### src/rtl/ddr3_init_sequencer.sv
// DDR3 power-up sequencer: RESET# hold, CKE hold, tXPR, MR2/MR3/MR1/MR0, ZQCL, then ready.
// Define INIT_REFRESH_EN to add tREFI-paced auto-refresh handshaken through ref_req/ref_ack.
module ddr3_init_sequencer #(
   parameter int                ADDR_W   = 14,
   parameter int                BA_W     = 3,
   parameter int                CNT_W    = 20,
   parameter int                T_RST    = 100000,
   parameter int                T_CKE    = 250000,
   parameter int                T_XPR    = 60,
   parameter int                T_MRD    = 4,
   parameter int                T_MOD    = 12,
   parameter int                T_ZQINIT = 512,
   parameter logic [ADDR_W-1:0] MR0_VAL  = '0,
   parameter logic [ADDR_W-1:0] MR1_VAL  = '0,
   parameter logic [ADDR_W-1:0] MR2_VAL  = '0,
   parameter logic [ADDR_W-1:0] MR3_VAL  = '0,
   parameter logic              ODT_ON   = 1'b1,
   parameter int                T_REFI   = 3120,
   parameter int                T_RFC    = 64
) (
   input  logic              clk,
   input  logic              RESET,
   input  logic              init,
   input  logic              ref_ack,
   output logic              rst_n,
   output logic              cke,
   output logic              csbar,
   output logic              rasbar,
   output logic              casbar,
   output logic              webar,
   output logic [BA_W-1:0]   ba,
   output logic [ADDR_W-1:0] a,
   output logic              odt,
   output logic              ready,
   output logic              ref_req
);

   // state    | meaning
   // IDLE     | waiting for init, all outputs at reset values
   // RST_LOW  | RESET# low for T_RST
   // CKE_LOW  | RESET# high, CKE low for T_CKE
   // XPR      | CKE high, NOPs until MR2
   // MR2..MR0 | MRS on entry cycle, NOPs for T_MRD (T_MOD after MR0)
   // ZQ       | ZQCL on entry cycle, NOPs for T_ZQINIT
   // DONE     | ready, idle
   // REF      | REF on entry cycle, NOPs for T_RFC
   typedef enum logic [3:0] {
      S_IDLE, S_RST_LOW, S_CKE_LOW, S_XPR, S_MR2, S_MR3, S_MR1, S_MR0, S_ZQ, S_DONE, S_REF
   } state_t;

   localparam logic [3:0] CMD_DES  = 4'b1111;
   localparam logic [3:0] CMD_NOP  = 4'b0111;
   localparam logic [3:0] CMD_MRS  = 4'b0000;
   localparam logic [3:0] CMD_REF  = 4'b0001;
   localparam logic [3:0] CMD_ZQCL = 4'b0110;
   localparam logic [ADDR_W-1:0] ZQ_ADDR = ADDR_W'(1024);

   // Timer counts down to zero; a zero timing collapses to a single-cycle state.
   function automatic logic [CNT_W-1:0] ld(input int t);
      return (t <= 1) ? '0 : CNT_W'(t - 1);
   endfunction

   state_t            state_q, state_d;
   logic [CNT_W-1:0]  timer_q, timer_d;
   logic              tc;
   logic              entry;

   logic              rst_n_q, rst_n_d;
   logic              cke_q, cke_d;
   logic [3:0]        cmd_q, cmd_d;
   logic [BA_W-1:0]   ba_q, ba_d;
   logic [ADDR_W-1:0] a_q, a_d;
   logic              odt_q, odt_d;
   logic              ready_q, ready_d;
   logic              ref_req_q, ref_req_d;
   logic              ref_go;

`ifdef INIT_REFRESH_EN
   logic [CNT_W-1:0]  refi_q, refi_d;
   logic [3:0]        pending_q, pending_d;
   logic              refi_exp, ref_take, ref_inc;

   assign ref_go = ref_ack && (pending_q != 4'd0);

   always_comb begin
      refi_d    = '0;
      pending_d = '0;
      refi_exp  = 1'b0;
      ref_inc   = 1'b0;
      ref_take  = (state_q == S_DONE) && (state_d == S_REF);
      if ((state_q == S_DONE || state_q == S_REF) && state_d != S_RST_LOW) begin
         refi_exp  = (refi_q == '0);
         refi_d    = refi_exp ? ld(T_REFI) : refi_q - CNT_W'(1);
         // A take in the same cycle frees a slot, so a saturated expiry still counts.
         ref_inc   = refi_exp && ((pending_q != 4'd8) || ref_take);
         pending_d = pending_q + {3'b000, ref_inc} - {3'b000, ref_take};
      end else if (state_q == S_ZQ && state_d == S_DONE) begin
         refi_d = ld(T_REFI);
      end
   end

   always_ff @(posedge clk) begin
      if (RESET) begin
         refi_q    <= '0;
         pending_q <= '0;
      end else begin
         refi_q    <= refi_d;
         pending_q <= pending_d;
      end
   end

   assign ref_req_d = (pending_d != 4'd0);
`else
   logic unused_refresh;
   assign unused_refresh = ^{ref_ack, ld(T_REFI)};
   assign ref_go         = 1'b0;
   assign ref_req_d      = 1'b0;
`endif

   always_ff @(posedge clk) begin
      if (RESET) begin
         state_q <= S_IDLE;
         timer_q <= '0;
      end else begin
         state_q <= state_d;
         timer_q <= timer_d;
      end
   end

   assign tc = (timer_q == '0);

   always_comb begin
      state_d = state_q;
      case (state_q)
         S_IDLE:    if (init) state_d = S_RST_LOW;
         S_RST_LOW: if (tc)   state_d = S_CKE_LOW;
         S_CKE_LOW: if (tc)   state_d = S_XPR;
         S_XPR:     if (tc)   state_d = S_MR2;
         S_MR2:     if (tc)   state_d = S_MR3;
         S_MR3:     if (tc)   state_d = S_MR1;
         S_MR1:     if (tc)   state_d = S_MR0;
         S_MR0:     if (tc)   state_d = S_ZQ;
         S_ZQ:      if (tc)   state_d = S_DONE;
         S_DONE: begin
            if (init)        state_d = S_RST_LOW;
            else if (ref_go) state_d = S_REF;
         end
         S_REF:     if (tc)   state_d = S_DONE;
         default:             state_d = S_IDLE;
      endcase

      timer_d = timer_q;
      if (state_d != state_q) begin
         case (state_d)
            S_RST_LOW:               timer_d = ld(T_RST);
            S_CKE_LOW:               timer_d = ld(T_CKE);
            S_XPR:                   timer_d = ld(T_XPR);
            S_MR2, S_MR3, S_MR1:     timer_d = ld(T_MRD);
            S_MR0:                   timer_d = ld(T_MOD);
            S_ZQ:                    timer_d = ld(T_ZQINIT);
            S_REF:                   timer_d = ld(T_RFC);
            default:                 timer_d = '0;
         endcase
      end else if (!tc) begin
         timer_d = timer_q - CNT_W'(1);
      end
   end

   // Outputs are decoded from the next state so the registered pins line up with the state.
   assign entry = (state_d != state_q);

   always_comb begin
      rst_n_d = 1'b1;
      cke_d   = 1'b1;
      cmd_d   = CMD_NOP;
      ba_d    = ba_q;
      a_d     = a_q;
      odt_d   = 1'b0;
      ready_d = 1'b0;
      case (state_d)
         S_IDLE, S_RST_LOW: begin
            rst_n_d = 1'b0;
            cke_d   = 1'b0;
            cmd_d   = CMD_DES;
            ba_d    = '0;
            a_d     = '0;
         end
         S_CKE_LOW: begin
            cke_d = 1'b0;
            cmd_d = CMD_DES;
            ba_d  = '0;
            a_d   = '0;
         end
         S_MR2: if (entry) begin cmd_d = CMD_MRS; ba_d = BA_W'(2); a_d = MR2_VAL; end
         S_MR3: if (entry) begin cmd_d = CMD_MRS; ba_d = BA_W'(3); a_d = MR3_VAL; end
         S_MR1: if (entry) begin cmd_d = CMD_MRS; ba_d = BA_W'(1); a_d = MR1_VAL; end
         S_MR0: if (entry) begin cmd_d = CMD_MRS; ba_d = BA_W'(0); a_d = MR0_VAL; end
         S_ZQ:  if (entry) begin cmd_d = CMD_ZQCL; ba_d = '0; a_d = ZQ_ADDR; end
         S_DONE: begin
            ready_d = 1'b1;
            odt_d   = ODT_ON;
         end
         S_REF: begin
            odt_d = ODT_ON;
            if (entry) cmd_d = CMD_REF;
         end
         default: ;
      endcase
   end

   always_ff @(posedge clk) begin
      if (RESET) begin
         rst_n_q   <= 1'b0;
         cke_q     <= 1'b0;
         cmd_q     <= CMD_DES;
         ba_q      <= '0;
         a_q       <= '0;
         odt_q     <= 1'b0;
         ready_q   <= 1'b0;
         ref_req_q <= 1'b0;
      end else begin
         rst_n_q   <= rst_n_d;
         cke_q     <= cke_d;
         cmd_q     <= cmd_d;
         ba_q      <= ba_d;
         a_q       <= a_d;
         odt_q     <= odt_d;
         ready_q   <= ready_d;
         ref_req_q <= ref_req_d;
      end
   end

   assign rst_n                         = rst_n_q;
   assign cke                           = cke_q;
   assign {csbar, rasbar, casbar, webar} = cmd_q;
   assign ba                            = ba_q;
   assign a                             = a_q;
   assign odt                           = odt_q;
   assign ready                         = ready_q;
   assign ref_req                       = ref_req_q;

endmodule

### config.mk
export PLATFORM = sky130hd
export DESIGN_NAME = ddr3_init_sequencer
export DESIGN_NICKNAME = d
export VERILOG_FILES = /design/src/rtl/ddr3_init_sequencer.sv
export SDC_FILE = /design/constraint.sdc
export NUM_CORES = 1
export LEC_CHECK = 0
export ABC_AREA = 1
export CAP_MARGIN = 25
export CORE_AREA = 2 2 54 106
export DETAILED_ROUTE_END_ITERATION = 10
export DIE_AREA = 0 0 56 108
export GPL_TIMING_DRIVEN = 0
export PLACE_DENSITY = 0.66
export SETUP_SLACK_MARGIN = 0.4
export SKIP_LAST_GASP = 1
export SLEW_MARGIN = 20
export SYNTH_ARGS = -nofsm -noshare
export SYNTH_HDL_FRONTEND = slang
export SYNTH_SLANG_ARGS = --single-unit
export TNS_END_PERCENT = 100
### constraint.sdc
create_clock -name clk -period 3.28 [get_ports clk]
set_input_delay 0.656 -clock clk [delete_from_list [all_inputs] [get_ports clk]]
set_output_delay 0.656 -clock clk [all_outputs]
set_load 0.02 [all_outputs]
==> impl_metrics.tcl, run 1 <==
set metrics [dict create \
    worst-slew-pin-transition_ns 0.612 \
    grt_max_degree 11 \
    cp_max_fo 10 \
    synth_seq_cells 34 \
    synth_ff_type "dfxtp_1" \
    multiInputGateArea_um2 1350 \
    synth_top_area_cell "dfxtp_1" \
    clk_path_buf_depth 2 \
    postSynthAreaPerCell_um2 6.94 \
    dr.pass1.iters 4 \
    timing.slew.headroom_pct 59.2 \
    drive_above_1_share_pct 22.3 \
    grt_usage_pct 19.2 \
    antenna_cells 0 \
    skew_ns 0.00590 \
    ys.warnings.count 0 \
    worstSetupPathType "reg2reg" \
    critPathCapture "ba[1]" \
    grt_overflow 0 \
    vdd_drop_max_v 0.000550 \
    synth_top_area_share_pct 29.9 \
    cts_sinks 34 \
    cts_root_buffer "clkbuf_8" \
    dieArea_um2 6050 \
    worstHoldPathType "reg2reg" \
    hold_viol 0 \
    synthArstFlopShare_pct 0 \
    core_um2 5180 \
    port_buffers 12 \
    timing.hold.ws_ns 0.476 \
    rows 37 \
    post-route-util_pct 52.2 \
    fin_area_um2 2710 \
    worstPathArrival_ns 2.84 \
    gp_congestion 0.883 \
    antenna_found_initial 0 \
    hpwl_um 4350 \
    r2r-end "ba[1]" \
    cts-hold-fix-buffers 0 \
    fmax_ghz 0.378 \
    cts_made_buffers 5 \
    finalSetupTns_ns 0 \
    status "finished, final reports clean" \
    synthesis.instances 328 \
    final_antenna_net_count 0 \
    setup_violations 0 \
    ys_seq_area_share_pct 29.9 \
    synthTopCellsByArea "dfxtp_1 30%, nand2_1 13%, nor2_1 6.6%" \
    synthesis.area_um2 2280 \
    fillers 543 \
    start_util_pct 43.9 \
    worstPathRequired_ns 3.47 \
    synth-edff-count 0 \
    dpl_cell_area_um2 2520 \
    synth_most_common_cell "nand2_1" \
    ff2ff_setup_slack_ns 0.63 \
    cts_tree "yes" \
    synth.distinct_cells 37 \
    p_total_mw 2.69 \
    clk_pin_slew_ns 0.07 \
    p_leak_nw 1.30 \
    period_share_pct 80.7 \
    critPathCaptureType "register" \
    die_w_um 56 \
    synth_common_cells "79 x nand2_1, 40 x nor2_1, 35 x inv_1" \
    via_per_inst 4.88 \
    period_needed_ns 2.65 \
    drt_iter0_markers 52 \
    drc 0 \
    rr_startpoint "timer_q[0]" \
    grt_pass1_vias 1998 \
    vias 2075 \
    cap_violations 0 \
    grt_pass1_wl_um 8810 \
    die_h_um 108 \
    slew_violations 0 \
    clock_latency_ns 0.30 \
    area_delta_synth_final_pct 19.0 \
    startpoint "timer_q[0]" \
    powerDensity_nw_per_um2 995 \
    finalWirelength_um 5560 \
    io_pins 30 \
    finalNetCount 375 \
    rsz0062_at_grt "no" \
    cts_max_level 2 \
    regArea_um2 681 \
    rr_worst_depth 21 \
    wl_per_cell_um 13.1 \
    start_kind "register" \
]
-- cell usage in the layout, fill, tap and decap left out, types with 4 or more instances in the layout --
cell and count:
o21ai_0 11, a21oi_1 5, nor2_1 37, clkbuf_8 5, nor2_2 6, dfxtp_1 34
nand2_1 77, conb_1 15, nand2_2 4, inv_1 32, buf_4 23, inv_2 8
nand3_1 16, a21oi_2 9, nor2_4 4, nand2_4 4, xnor2_1 5, xor2_1 10
clkdlybuf4s50_1 12, nor3_1 14
-- worst max-delay path: stages, from the launching register on --
cell      delay [ns]
dfxtp_1         0.32
inv_2           0.09
ha_4            0.17
nand2_4         0.08
nor2_8          0.13
nand3_4         0.10
buf_8           0.16
nor2_1          0.09
o211ai_1        0.08
nand2_1         0.15
inv_1           0.09
ha_2            0.21
nor2_2          0.12
nand3_1         0.08
nand2_1         0.10
nand2_1         0.08
inv_1           0.08
nand2_1         0.08
nand2_1         0.11
inv_1           0.06
nor2_1          0.09
nor2_1          0.04
-- timing repair --
action | 4_1_cts | 5_1_grt
buffers inserted | 0 | 5
endpoints found under the setup margin | 5 | 5
gates resized for setup | 4 | 11
pin swaps | 0 | 4
endpoints found under the hold margin | 0 | 0
-- routing by layer --
metal | part of all wire [%] | GRT usage, % | up-vias | routed length (µm)
met5 | 0 | 0 | - | 0
met4 | 6.1 | 14.8 | 0 | 340
met3 | 3.1 | 3.47 | 28 | 174
met2 | 57 | 38.7 | 48 | 3180
met1 | 34 | 15.2 | 934 | 1860
li1 | - | - | 1065 | -
-- metrics by stage --
stage | cells | setup slack, ns
floorplan | 342 | 0.748
global placement | 412 | 0.308
detailed placement | 412 | 0.263
CTS | 420 | 0.415
global route | 425 | 0.445
finish | 425 | 0.632
-- registers in the layout, indices dropped and copies added (netlist names) --
signal and cells:
timer_q 20, cke 1, odt 1, rst_n 1, ba 2, cmd_q 3, state_q 4, a 1
ready 1
-- report_power, final --
group / total, mW / switching [mW] / internal, mW
clock network: 0.386 / 0.159 / 0.227
registers: 0.629 / 0.0968 / 0.532
logic: 1.68 / 1.01 / 0.665
-- worst min-delay path by stage --
stage	depth (start not counted)	endpoint	slack [ns]	from
after floorplan	2	timer_q[19]	0.46	timer_q[19]
after global placement	2	ba[0]	0.45	ba[0]
after detailed placement	2	ba[1]	0.47	ba[1]
after CTS	2	ba[0]	0.48	ba[0]
after global routing	2	ba[0]	0.50	ba[0]
final	2	ba[0]	0.48	ba[0]
-- logic make-up (layout without fill, tap and decap cells) --
group / count (synthesis) / in the layout / share of synthesized area (%)
xor gates and xnor gates: 15 / 15 / 5.77
other: 1 / 15 / 0.165
and+or+nand+nor: 175 / 175 / 36.9
AOI/OAI and AO/OA: 33 / 33 / 9.90
DFF: 34 / 34 / 29.9
buffers and inverters: 65 / 90 / 14.6
adders and majority gates: 5 / 5 / 2.75
-- area by class of cell --
cell class | count | share of cell area (%)
Inverter | 42 | 5.82
Tap cell | 58 | 2.68
Multi-Input combinational cell | 243 | 49.8
Buffer | 23 | 6.79
Timing Repair Buffer | 17 | 5.82
Sequential cell | 34 | 25.1
Clock inverter | 1 | 1.11
Clock buffer | 7 | 2.82
Power figures use the tool's default switching activity.
==> inputs of run 2 (changes only) <==
--- a/config.mk
+++ b/config.mk
@@ -11,7 +11,7 @@
 export DETAILED_ROUTE_END_ITERATION = 10
 export DIE_AREA = 0 0 56 108
 export GPL_TIMING_DRIVEN = 0
-export PLACE_DENSITY = 0.66
+export PLACE_DENSITY = 0.69
 export SETUP_SLACK_MARGIN = 0.4
 export SKIP_LAST_GASP = 1
 export SLEW_MARGIN = 20
==> constraint.sdc (replaced) <==
create_clock -name clk -period 2.1 [get_ports clk]
set_input_delay 0.42 -clock clk [delete_from_list [all_inputs] [get_ports clk]]
set_output_delay 0.42 -clock clk [all_outputs]
set_load 0.02 [all_outputs]
==> impl_metrics.tcl, run 2 (synthesized netlist as in run 1, its figures left out) <==
set metrics [dict create \
    port_buffers 12 \
    wl_per_cell_um 13.9 \
    gp_congestion 0.879 \
    timing.hold.ws_ns 0.478 \
    worstPathRequired_ns 2.29 \
    grt_max_degree 11 \
    dr.pass1.iters 5 \
    drc 0 \
    clk_pin_slew_ns 0.07 \
    grt_pass1_vias 2281 \
    grt_usage_pct 21.6 \
    hpwl_um 4340 \
    worst-slew-pin-transition_ns 0.675 \
    drive_above_1_share_pct 41.8 \
    cap_violations 0 \
    skew_ns 0.00554 \
    powerDensity_nw_per_um2 1640 \
    fin_ws_ns -0.311 \
    vdd_drop_max_v 0.00105 \
    start_kind "register" \
    final_common_cell "nand2_1" \
    cts_max_level 2 \
    via_per_inst 4.91 \
    die_h_um 108 \
    fmax_ghz 0.415 \
    finalNetCount 412 \
    io_pins 30 \
    grt_pass1_wl_um 10200 \
    largest_register_ffs 20 \
    worstSetupPathType "reg2reg" \
    start_util_pct 43.9 \
    period_needed_ns 2.41 \
    post-route-util_pct 62.6 \
    rows 37 \
    fin_area_um2 3250 \
    status "complete, but fails checks" \
    die_w_um 56 \
    dpl_cell_area_um2 2610 \
    finalWirelength_um 6430 \
    antenna_found_initial 0 \
    rsz0062_at_grt "yes" \
    multiInputGateArea_um2 1530 \
    antenna_cells 0 \
    critPathCaptureType "register" \
    worstHoldPathType "reg2reg" \
    layout_common_cells "64 x nand2_1, 53 x buf_4, 27 x nor2_1" \
    dieArea_um2 6050 \
    regArea_um2 696 \
    pre_cts_slack_ns -0.582 \
    clock_latency_ns 0.29 \
    violations "setup timing" \
    final_antenna_net_count 0 \
    cts_root_buffer "clkbuf_8" \
    cts_tree "yes" \
    slew_violations 0 \
    p_leak_nw 1.52 \
    cts_made_buffers 5 \
    fillers 441 \
    p_total_mw 5.33 \
    max_flop_register "timer_q" \
    largestRegisters "timer_q (20), state_q (4), cmd_q (3)" \
    area_delta_synth_final_pct 42.7 \
    vias 2267 \
    grt_overflow 0 \
    drt_iter0_markers 66 \
    cts-hold-fix-buffers 0 \
    cp_max_fo 4 \
    setup_violations 27 \
    hold_viol 0 \
    clk_path_buf_depth 2 \
    timing.slew.headroom_pct 55.0 \
    cts_sinks 34 \
    core_um2 5180 \
    worstPathArrival_ns 2.60 \
    period_share_pct 115 \
]
## run 2: where the power goes
part / total (mW) / switching (mW) / internal (mW)
sequential: 1.01 / 0.165 / 0.847
combinational: 3.72 / 1.99 / 1.73
clock: 0.598 / 0.242 / 0.355
## run 2: final timing paths
path / startpoint / to / slack, ns / depth (start not counted)
worst min-delay path: ba[1] / ba[1] / 0.48 / 2
worst min register to register: ba[1] / ba[1] / 0.48 / 2
worst max register to register: timer_q[5] / ba[1] / -0.31 / 20
worst max-delay path: timer_q[5] / ba[1] / -0.31 / 20
## run 2: worst max-delay path, cell delays in order, from the launching register on
cell,delay [ns]
dfxtp_2,0.34
nor2_2,0.14
nand2_2,0.11
nor2_8,0.15
nand3_4,0.11
buf_8,0.14
nor2_4,0.06
o211ai_1,0.11
nand2_2,0.17
inv_4,0.07
ha_4,0.18
nor2_4,0.11
nand3_2,0.07
nand2_2,0.09
nand2_2,0.08
inv_2,0.07
nand2_2,0.06
nand2_2,0.08
inv_2,0.04
nor2_1,0.08
nor2_1,0.04
## run 2: repair_timing
item / CTS / global route
endpoints found under the setup margin: 32 / 33
resized for setup: 36 / 33
setup buffers: 32 / 8
gates cloned: 2 / 0
pin swaps: 20 / 26
## run 2: metrics by stage
step / std cells / setup TNS [ns]
after CTS: 454 / -2.66
after detailed placement: 412 / -7.09
after floorplan: 342 / -0.454
final: 462 / -3.53
after global routing: 462 / -6.38
after global placement: 412 / -6.63
## run 2: cell type report
type	instances	area share, %
multi-input cells	243	47.2
flip-flops and latches	34	21.4
repair buffers	54	14.5
plain buffers	23	5.93
inverters	42	5.36
clock buffers	7	2.35
well taps	58	2.24
clock inverters	1	0.925
## run 2: routing by layer
| metal | global-route usage (%) | wire [µm] | part of all wire (%) |
|---|---|---|---|
| met1 | 18.5 | 2120 | 33 |
| met2 | 43.9 | 3700 | 57 |
| met3 | 2.51 | 200 | 3.1 |
| met4 | 15.0 | 412 | 6.4 |
| met5 | 0 | 0 | 0 |
